**src/rtl/fifo_arb_pkg.sv**
```systemverilog
// Shared types and sizing helpers for the round-robin FIFO write arbiter.
package fifo_arb_pkg;

  typedef enum logic {
    IDLE = 1'b0,
    LOCK = 1'b1
  } arb_state_t;

  // Index width for N requesters, never narrower than one bit.
  function automatic int idx_w(input int n);
    return (n <= 1) ? 1 : $clog2(n);
  endfunction

endpackage

```
**src/rtl/fifo_write_arbiter_if.sv**
```systemverilog
// Producer-side request/data bundle plus the FIFO write port of the arbiter.
interface fifo_write_arbiter_if #(
  parameter int DATA_WIDTH = 8,
  parameter int N_REQ      = 4
);
  import fifo_arb_pkg::*;

  localparam int IDX_W = idx_w(N_REQ);

  logic [N_REQ-1:0]            req;
  logic [N_REQ*DATA_WIDTH-1:0] din;
  logic [N_REQ-1:0]            ack;
  logic [DATA_WIDTH-1:0]       fifo_din;
  logic                        fifo_write;
  logic                        fifo_full;
  logic [IDX_W-1:0]            grant_id;
  logic                        busy;

  // Drives requests and FIFO status; observes the arbiter decision.
  modport master (
    output req, din, fifo_full,
    input  ack, fifo_din, fifo_write, grant_id, busy
  );

  // Arbiter side.
  modport slave (
    input  req, din, fifo_full,
    output ack, fifo_din, fifo_write, grant_id, busy
  );

endinterface

```
**src/rtl/fifo_write_arbiter_rr_select.sv**
```systemverilog
// Rotating priority encoder: first set request at or after ptr, wrapping mod N_REQ.
module rr_select
  import fifo_arb_pkg::*;
#(
  parameter int N_REQ = 4,
  localparam int IDX_W = idx_w(N_REQ)
) (
  input  logic [N_REQ-1:0] req,
  input  logic [IDX_W-1:0] ptr,
  output logic             valid,
  output logic [IDX_W-1:0] idx
);

  logic [IDX_W-1:0] pos;

  // Scan from the far end so the offset closest to ptr is written last and wins.
  always_comb begin
    valid = 1'b0;
    idx   = '0;
    pos   = '0;
    for (int k = N_REQ - 1; k >= 0; k--) begin
      pos = IDX_W'((int'(ptr) + k) % N_REQ);
      if (req[pos]) begin
        valid = 1'b1;
        idx   = pos;
      end
    end
  end

endmodule

```
**src/rtl/fifo_write_arbiter.sv**
```systemverilog
// Round-robin arbiter sharing one FIFO write port among N_REQ producers with bounded bursts.
module fifo_write_arbiter
  import fifo_arb_pkg::*;
#(
  parameter int DATA_WIDTH = 8,
  parameter int N_REQ      = 4,
  parameter int BURST      = 2
) (
  input  logic                 clk,
  input  logic                 rst,
  fifo_write_arbiter_if.slave  bus
);

  localparam int IDX_W = idx_w(N_REQ);
  localparam int CNT_W = 4;

  arb_state_t       state_q, state_d;
  logic [IDX_W-1:0] owner_q, owner_d;
  logic [IDX_W-1:0] ptr_q, ptr_d;
  logic [CNT_W-1:0] cnt_q, cnt_d;
  logic [IDX_W-1:0] grant_id_q, grant_id_d;
  logic             busy_q, busy_d;

  logic             sel_valid;
  logic [IDX_W-1:0] sel_idx;
  logic [IDX_W-1:0] cand;
  logic             cand_req;
  logic             xfer;
  logic             burst_done;
  logic [N_REQ-1:0] ack_v;
  logic [DATA_WIDTH-1:0] word_v;

  function automatic logic [IDX_W-1:0] wrap_inc(input logic [IDX_W-1:0] x);
    return (x == IDX_W'(N_REQ - 1)) ? '0 : x + 1'b1;
  endfunction

  rr_select #(.N_REQ(N_REQ)) u_sel (
    .req   (bus.req),
    .ptr   (ptr_q),
    .valid (sel_valid),
    .idx   (sel_idx)
  );

  // Write decision is combinational; fifo_full and rst gate it in the same cycle.
  always_comb begin
    cand       = (state_q == LOCK) ? owner_q : sel_idx;
    cand_req   = (state_q == LOCK) ? bus.req[owner_q] : sel_valid;
    xfer       = cand_req && !bus.fifo_full && !rst;
    burst_done = (cnt_q + 4'd1) == CNT_W'(BURST);
  end

  always_comb begin
    ack_v  = '0;
    word_v = '0;
    if (xfer) begin
      ack_v[cand] = 1'b1;
      for (int i = 0; i < N_REQ; i++) begin
        if (cand == IDX_W'(i)) word_v = bus.din[i*DATA_WIDTH +: DATA_WIDTH];
      end
    end
  end

  assign bus.ack        = ack_v;
  assign bus.fifo_din   = word_v;
  assign bus.fifo_write = xfer;
  assign bus.grant_id   = grant_id_q;
  assign bus.busy       = busy_q;

  always_comb begin
    state_d    = state_q;
    owner_d    = owner_q;
    ptr_d      = ptr_q;
    cnt_d      = cnt_q;
    grant_id_d = grant_id_q;
    case (state_q)
      IDLE: begin
        if (sel_valid) begin
          grant_id_d = cand;
          if (xfer && BURST == 1) begin
            ptr_d = wrap_inc(cand);
          end else begin
            // A stalled request still takes the grant and keeps it through back-pressure.
            state_d = LOCK;
            owner_d = cand;
            cnt_d   = xfer ? CNT_W'(1) : '0;
          end
        end
      end
      LOCK: begin
        if (!bus.req[owner_q]) begin
          state_d = IDLE;
          ptr_d   = wrap_inc(owner_q);
        end else if (xfer) begin
          grant_id_d = owner_q;
          if (burst_done) begin
            state_d = IDLE;
            ptr_d   = wrap_inc(owner_q);
          end else begin
            cnt_d = cnt_q + 1'b1;
          end
        end
      end
      default: state_d = IDLE;
    endcase
    busy_d = (state_d == LOCK);
  end

  always_ff @(posedge clk) begin
    if (rst) begin
      state_q    <= IDLE;
      owner_q    <= '0;
      ptr_q      <= '0;
      cnt_q      <= '0;
      grant_id_q <= '0;
      busy_q     <= 1'b0;
    end else begin
      state_q    <= state_d;
      owner_q    <= owner_d;
      ptr_q      <= ptr_d;
      cnt_q      <= cnt_d;
      grant_id_q <= grant_id_d;
      busy_q     <= busy_d;
    end
  end

endmodule

```
**src/flat_wrapper.sv**
```systemverilog
// flat-port wrapper written by rule: the top's interface ports become plain ports
module fifo_write_arbiter_flat import fifo_arb_pkg::*;
#(
  parameter int DATA_WIDTH = 8,
  parameter int N_REQ      = 4,
  parameter int BURST      = 2
)
  (clk, rst, bus_req, bus_din, bus_fifo_full, bus_ack, bus_fifo_din, bus_fifo_write, bus_grant_id, bus_busy);
  fifo_write_arbiter_if #(.DATA_WIDTH(DATA_WIDTH), .N_REQ(N_REQ)) bus_i ();
  input  logic clk;
  input  logic rst;
  input wire logic [$bits(bus_i.req)-1:0] bus_req;
  input wire logic [$bits(bus_i.din)-1:0] bus_din;
  input wire logic [$bits(bus_i.fifo_full)-1:0] bus_fifo_full;
  output wire logic [$bits(bus_i.ack)-1:0] bus_ack;
  output wire logic [$bits(bus_i.fifo_din)-1:0] bus_fifo_din;
  output wire logic [$bits(bus_i.fifo_write)-1:0] bus_fifo_write;
  output wire logic [$bits(bus_i.grant_id)-1:0] bus_grant_id;
  output wire logic [$bits(bus_i.busy)-1:0] bus_busy;
  assign bus_i.req = bus_req;
  assign bus_i.din = bus_din;
  assign bus_i.fifo_full = bus_fifo_full;
  assign bus_ack = bus_i.ack;
  assign bus_fifo_din = bus_i.fifo_din;
  assign bus_fifo_write = bus_i.fifo_write;
  assign bus_grant_id = bus_i.grant_id;
  assign bus_busy = bus_i.busy;
  fifo_write_arbiter #(.DATA_WIDTH(DATA_WIDTH), .N_REQ(N_REQ), .BURST(BURST)) u_core (.clk(clk), .rst(rst), .bus(bus_i));
endmodule
```
**config.mk**
```make
export PLATFORM = sky130hd
export DESIGN_NAME = fifo_write_arbiter_flat
export DESIGN_NICKNAME = d
export VERILOG_FILES = /design/src/rtl/fifo_arb_pkg.sv /design/src/rtl/fifo_write_arbiter_if.sv /design/src/rtl/fifo_write_arbiter_rr_select.sv /design/src/rtl/fifo_write_arbiter.sv /design/src/flat_wrapper.sv
export SDC_FILE = /design/constraint.sdc
export NUM_CORES = 1
export LEC_CHECK = 0
export CAP_MARGIN = 20
export CORE_ASPECT_RATIO = 1.2
export CORE_UTILIZATION = 39
export DETAILED_ROUTE_END_ITERATION = 6
export PLACE_DENSITY = 0.8
export SLEW_MARGIN = 5
export SYNTH_ARGS = -nofsm -noshare
export SYNTH_HDL_FRONTEND = slang
export SYNTH_SLANG_ARGS = --single-unit
```
**constraint.sdc**
```tcl
create_clock -name clk -period 2.9 [get_ports clk]
set_input_delay 0.29 -clock clk [delete_from_list [all_inputs] [get_ports clk]]
set_output_delay 0.29 -clock clk [all_outputs]
set_load 0.02 [all_outputs]
```
Yosys cells after proc, flatten, opt, wreduce, memory -nomap -nowiden

Cells that the tools add are included.

Add/subtract/negate cells: 5
Magnitude comparators: 7
Equality and inequality tests: 11
Multiplexer cells: 47
Bitwise operators: 1
Reduce and logical (&&, ||, !) cells: 10

Operators with widths:

| kind                                                               | count |
|---|---|
| two-way mux 8 bit                                                  | 5 |
| two-way mux 2 bit                                                  | 12 |
| two-way mux 4 bit                                                  | 5 |
| < comparator 2 x 3 -> 1 bit (second input constant)                | 6 |
| two-way mux 1 bit                                                  | 16 |
| binary-select mux 1 bit (select 2 bit)                             | 5 |
| case mux 4 bit (2 select lines)                                    | 1 |
| equality test 2 bit (second input constant)                        | 3 |
| != test 2 x 1 -> 1 bit (second input constant)                     | 3 |
| != test 2 bit (second input constant)                              | 3 |
| AND reduction 3 bit                                                | 2 |
| adder 2 x 1 -> 2 bit (second input constant)                       | 2 |
| adder 2 bit (second input constant)                                | 2 |
| adder 4 x 1 -> 4 bit (second input constant)                       | 1 |
| equality test 4 x 2 -> 1 bit (second input constant)               | 1 |
| case mux 2 bit (2 select lines)                                    | 1 |
| AND reduction 4 bit                                                | 1 |
| logical AND 1 bit                                                  | 3 |
| demux 1 bit (select 2 bit)                                         | 1 |
| equality test 2 x 1 -> 1 bit (second input constant)               | 1 |
| greater-or-equal comparator 2 x 1 -> 1 bit (second input constant) | 1 |
| zero test 1 bit                                                    | 2 |
| zero test 2 bit                                                    | 1 |
| case mux 1 bit (2 select lines)                                    | 1 |
| 2 further kinds                                                    | 2 |

Register bits: 11
Input bits: 39
Output and inout bits: 16
Logic and storage cells: 86

Longest topological paths before layout

Word-level depth: 14
Depth in mapped cells: 8
Gate-level depth less buffers: 6

Cells and area by module

A second synthesis with hierarchy kept.

Cell total of the unflattened synthesis: 113
Area, all modules: 997.2 um^2

Modules (own cells, without submodules):

| module             | instances | cells each | area each (um^2) |
|---|---|---|---|
| fifo_write_arbiter | 1         | 100        | 919.6 |
| rr_select          | 1         | 13         | 77.6 |

Worst setup path before layout

No wires, ideal clock.

Path type: register -> output
From: reg u_core.state_q
To: out bus_fifo_din[6]
Data arrival time: 2.053 ns
Required time: 2.610 ns
Setup slack: 0.557 ns
Cell stages (with the launch flop): 8
Path buffers: 1
Cell sequence: dfxtp_1 -> buf_4 -> inv_1 -> a211oi_2 -> nand2_1 -> inv_1 -> nand3_1 -> o22ai_1

Elaborated cells between the ends (all ways): 13
Classes of those cells: 3 x eq/ne; 7 x mux; 3 x reduce/logical

RTL lines:

| item                            | line                      | source |
|---|---|---|
| from (decl)                     | fifo_write_arbiter.sv:17  | `arb_state_t state_q, state_d;` |
| from (signal assigned)          | fifo_write_arbiter.sv:117 | `state_q <= state_d;` |
| two-way mux 1 bit               | fifo_write_arbiter.sv:47  | `cand_req = (state_q == LOCK) ? bus.req[owner_q] : sel_valid;` |
| logical AND 1 bit (2 in series) | fifo_write_arbiter.sv:48  | `xfer = cand_req && !bus.fifo_full && !rst;` |
| net bus_fifo_write              | flat_wrapper.sv:17        | `output wire logic [$bits(bus_i.fifo_write)-1:0] bus_fifo_write;` |
| two-way mux 8 bit               | fifo_write_arbiter.sv:55  | `if (xfer) begin` |
| to (decl)                       | flat_wrapper.sv:16        | `output wire logic [$bits(bus_i.fifo_din)-1:0] bus_fifo_din;` |

The timed path passes the listed nets, and every way through them passes these cells.

Final worst setup path

From: in bus_req[2]
To: out bus_fifo_write

Longest elaborated chain between the ends: 9
Elaborated cells between the ends (all ways): 17
Classes of those cells: 15 x mux; 2 x reduce/logical

Ends and longest elaborated chain:

| item                                    | line                               | source |
|---|---|---|
| from (decl)                             | flat_wrapper.sv:12                 | `input wire logic [$bits(bus_i.req)-1:0] bus_req;` |
| binary-select mux 1 bit (select 2 bit)  | fifo_write_arbiter_rr_select.sv:23 | `if (req[pos]) begin` |
| two-way mux 1 bit (not written as such) | fifo_write_arbiter_rr_select.sv:23 |  |
| two-way mux 1 bit (4 in series)         | fifo_write_arbiter_rr_select.sv:23 |  |
| two-way mux 1 bit (*)                   | fifo_write_arbiter.sv:47           |  |
| logical AND 1 bit (*) (2 in series)     | fifo_write_arbiter.sv:48           |  |
| to (decl)                               | flat_wrapper.sv:17                 |  |

Mark *: on every way between the ends. The rest lies on a longest branch, timed or not. The select of a mux whose other input is x is not followed.

==> impl_metrics.tcl <==
set metrics [dict create \
    io-pin-count 55 \
    post-route-drc-count 0 \
    antenna_found_initial 0 \
    seq_power_share_pct 31.7 \
    port_buffers 54 \
    clk_pin_slew_ns 0.07 \
    internal_power_mw 0.357 \
    grt_overflow 0 \
    syn_nets 159 \
    grt_pass1_wl_um 4690 \
    die_x_um 47.6 \
    fin_nets 225 \
    p_leak_nw 0.871 \
    relSlewSlack_pct 70.5 \
    gr-usage-all-layers_pct 23.9 \
    stdcell_area_sq_mm 0.00169 \
    vias 1178 \
    netlist_instances 117 \
    holdCritPathClass "register to register" \
    p_per_area_mw_per_mm2 317 \
    dpl.cell_count 209 \
    clk_latency_ns 0.28 \
    syn-mean-instance-area_sq_um 8.31 \
    sw_frac_of_total_pct 33.4 \
    syn_area_sq_um 972 \
    rows 19 \
    instances_no_fill 213 \
    first_iter_violations 20 \
    ys_types 35 \
    area_growth_pct 73.9 \
    cts-hold-fix-buffers 0 \
    htree_levels 1 \
    ys_seq_area_share_pct 22.7 \
    grt_pass1_vias 1134 \
    crit_required_ns 2.61 \
    rrSetupSlack_ns 1.06 \
    detail-route-antenna-nets 0 \
    slew_violations 0 \
    drv_cap 0 \
    cts_buffers 3 \
    power.net_switching_mw 0.179 \
    dp_hpwl_um 2280 \
    drt-wirelength-per-cell_um 14.2 \
    grt_setup_unrepaired "false" \
    final_util_pct 72.6 \
    wirelength_um 3020 \
    crit_path_end "bus_fifo_write" \
    synthTopCellsByArea "dfxtp_1 (23%), mux2i_1 (21%), o22ai_1 (5.8%)" \
    cp-startpoint "bus_req[2]" \
    p_clk_share_pct 20.0 \
    cts_resized 1 \
    fin_crit_sh_pct 89.9 \
    rr_worst_depth 5 \
    worst_slew_pin_slew_ns 0.438 \
    combPwrFrac_pct 48.2 \
    cts_setup_buffers 0 \
    core_area_sq_mm 0.00233 \
    ys_warn_count 0 \
    yosysTopAreaCell "dfxtp_1" \
    die_h_um 56.7 \
    reg2reg_from "u_core.owner_q[0]$_SDFFE_PP0P_" \
    layout-drive-gt1-share_pct 12.6 \
    startpoint_type "input port" \
    root_buffer "clkbuf_4" \
    outcome "complete, no violations" \
    timing.fmax_ghz 0.384 \
    fin_skew_ns 0.00602 \
    setup_viol 0 \
    place_area_sq_mm 0.00163 \
    finalHoldViolCount 0 \
    drtPass1Iterations 5 \
    clk_path_buf_depth 2 \
    reg2reg_to "u_core.ptr_q[0]$_SDFFE_PP0P_" \
    tns_ns 0 \
    via_per_inst 5.53 \
    holdWs_ns 0.511 \
    n_fill_cell 201 \
    crit_path_end_kind "output pin" \
    cts.sinks 11 \
    diodes 0 \
    gp_congestion 0.785 \
    grt_max_degree 20 \
    die_area_sq_mm 0.00270 \
    crit_path_max_fanout 5 \
    seqCellArea_sq_um 220 \
    cts_tree "built" \
    start_util_pct 41.7 \
    netlist.area_leader.share_pct 22.7 \
    critPathArrivalTime_ns 2.32 \
    worstSetupPathType "input port to output pin" \
    ys_seq_elements 11 \
    ir_worst_vdd_uv 204 \
    finalWorstPathRequiredPeriod_ns 2.61 \
    multi_input_area_sq_um 721 \
]
flip-flops by register name, indices dropped and copies added (netlist names):
register	cells
u_core.bus.grant_id	2
u_core.cnt_q	4
u_core.owner_q	2
u_core.ptr_q	2
u_core.state_q	1
layout by cell type (no fill, tap or decap), drive strengths merged, types with 4 or more instances in the layout:
cell / instances
a21oi: 8
dlymetal6s2s: 12
o22ai: 9
buf: 11
nand2b: 5
dfxtp: 11
clkbuf: 4
nand2: 7
a211oi: 4
nor2: 14
clkdlybuf4s50: 42
o21ai: 5
inv: 5
mux2i: 20
critical path, cell delays in order:
cell and delay, ns:
clkdlybuf4s50_1 0.47, mux4_2 0.52, nand2b_4 0.18, nand2_1 0.08, inv_1 0.09, buf_4 0.15, clkdlybuf4s50_1 0.53
cell usage after synthesis:
library cell,n
mux2i_1,20
nor2_1,14
dfxtp_1,11
o22ai_1,9
a21oi_1,8
nand2_1,7
inv_1,5
nand2b_1,4
o21ai_0,4
a211oi_1,3
ha_1,3
nand3b_1,3
a31oi_1,2
buf_4,2
or3_1,2
a211oi_2,1
a21boi_0,1
a21boi_2,1
a21boi_4,1
a32oi_1,1
and2_2,1
and4_1,1
buf_6,1
clkbuf_1,1
mux4_2,1
nand2b_4,1
nand3_1,1
nand4_1,1
nor4_1,1
o2111a_1,1
o21a_1,1
o21ai_1,1
o31ai_1,1
or2_2,1
xnor2_1,1
per-stage QoR:
| stage | worst slack (ns) | power [mW] |
|---|---|---|
| finish | 0.293 | 0.536 |
| floorplan | 0.557 | 0.308 |
| global route | 0.184 | 0.567 |
| global placement | 0.0630 | 0.424 |
| detailed placement | -0.00923 | 0.431 |
| CTS | 0.0157 | 0.538 |
routing by layer:
layer	vias up	track usage (%)	wire, um
met5	-	0	0
met4	0	12.3	47
met3	8	6.75	231
met2	59	39.1	1570
met1	541	26.8	1170
li1	570	-	-
power by group through the flow:
stage          Sequential [mW]  Clock [mW]  Combinational (mW)
6_report                 0.170       0.107               0.259
5_1_grt                  0.172       0.118               0.277
3_3_place_gp             0.173           0               0.252
2_1_floorplan            0.174           0               0.134
3_5_place_dp             0.174           0               0.257
4_1_cts                  0.170       0.108               0.260
worst min path at each step:
stage	startpoint	end	slack, ns	depth (start not counted)
after global placement	u_core.ptr_q[0]$_SDFFE_PP0P_	u_core.ptr_q[0]$_SDFFE_PP0P_	0.48	2
after floorplan	u_core.ptr_q[0]$_SDFFE_PP0P_	u_core.ptr_q[0]$_SDFFE_PP0P_	0.46	2
final	u_core.bus.grant_id[1]$_SDFFE_PP0P_	u_core.bus.grant_id[1]$_SDFFE_PP0P_	0.51	2
after detailed placement	u_core.bus.grant_id[0]$_SDFFE_PP0P_	u_core.bus.grant_id[0]$_SDFFE_PP0P_	0.50	2
after CTS	u_core.bus.grant_id[1]$_SDFFE_PP0P_	u_core.bus.grant_id[1]$_SDFFE_PP0P_	0.51	2
after global routing	u_core.bus.grant_id[1]$_SDFFE_PP0P_	u_core.bus.grant_id[1]$_SDFFE_PP0P_	0.53	2
area by class of cell:
type / count / area share (%)
Clock buffer: 4 / 1.55
Inverter: 5 / 1.11
Tap cell: 31 / 2.29
Sequential cell: 11 / 13.0
Timing Repair Buffer: 65 / 39.4
Multi-Input combinational cell: 97 / 42.6
kinds of logic (layout without fill, tap and decap cells):
kind of cell	after synthesis	after routing	share of synthesized area [%]
buf+inv	9	74	5.02
xor+xnor	1	1	0.901
fa+ha+maj	3	3	3.86
simple gates	37	37	19.8
compound gates	35	35	24.8
flops	11	11	22.7
mux	21	21	22.9
(Power assumes the default switching activity.)
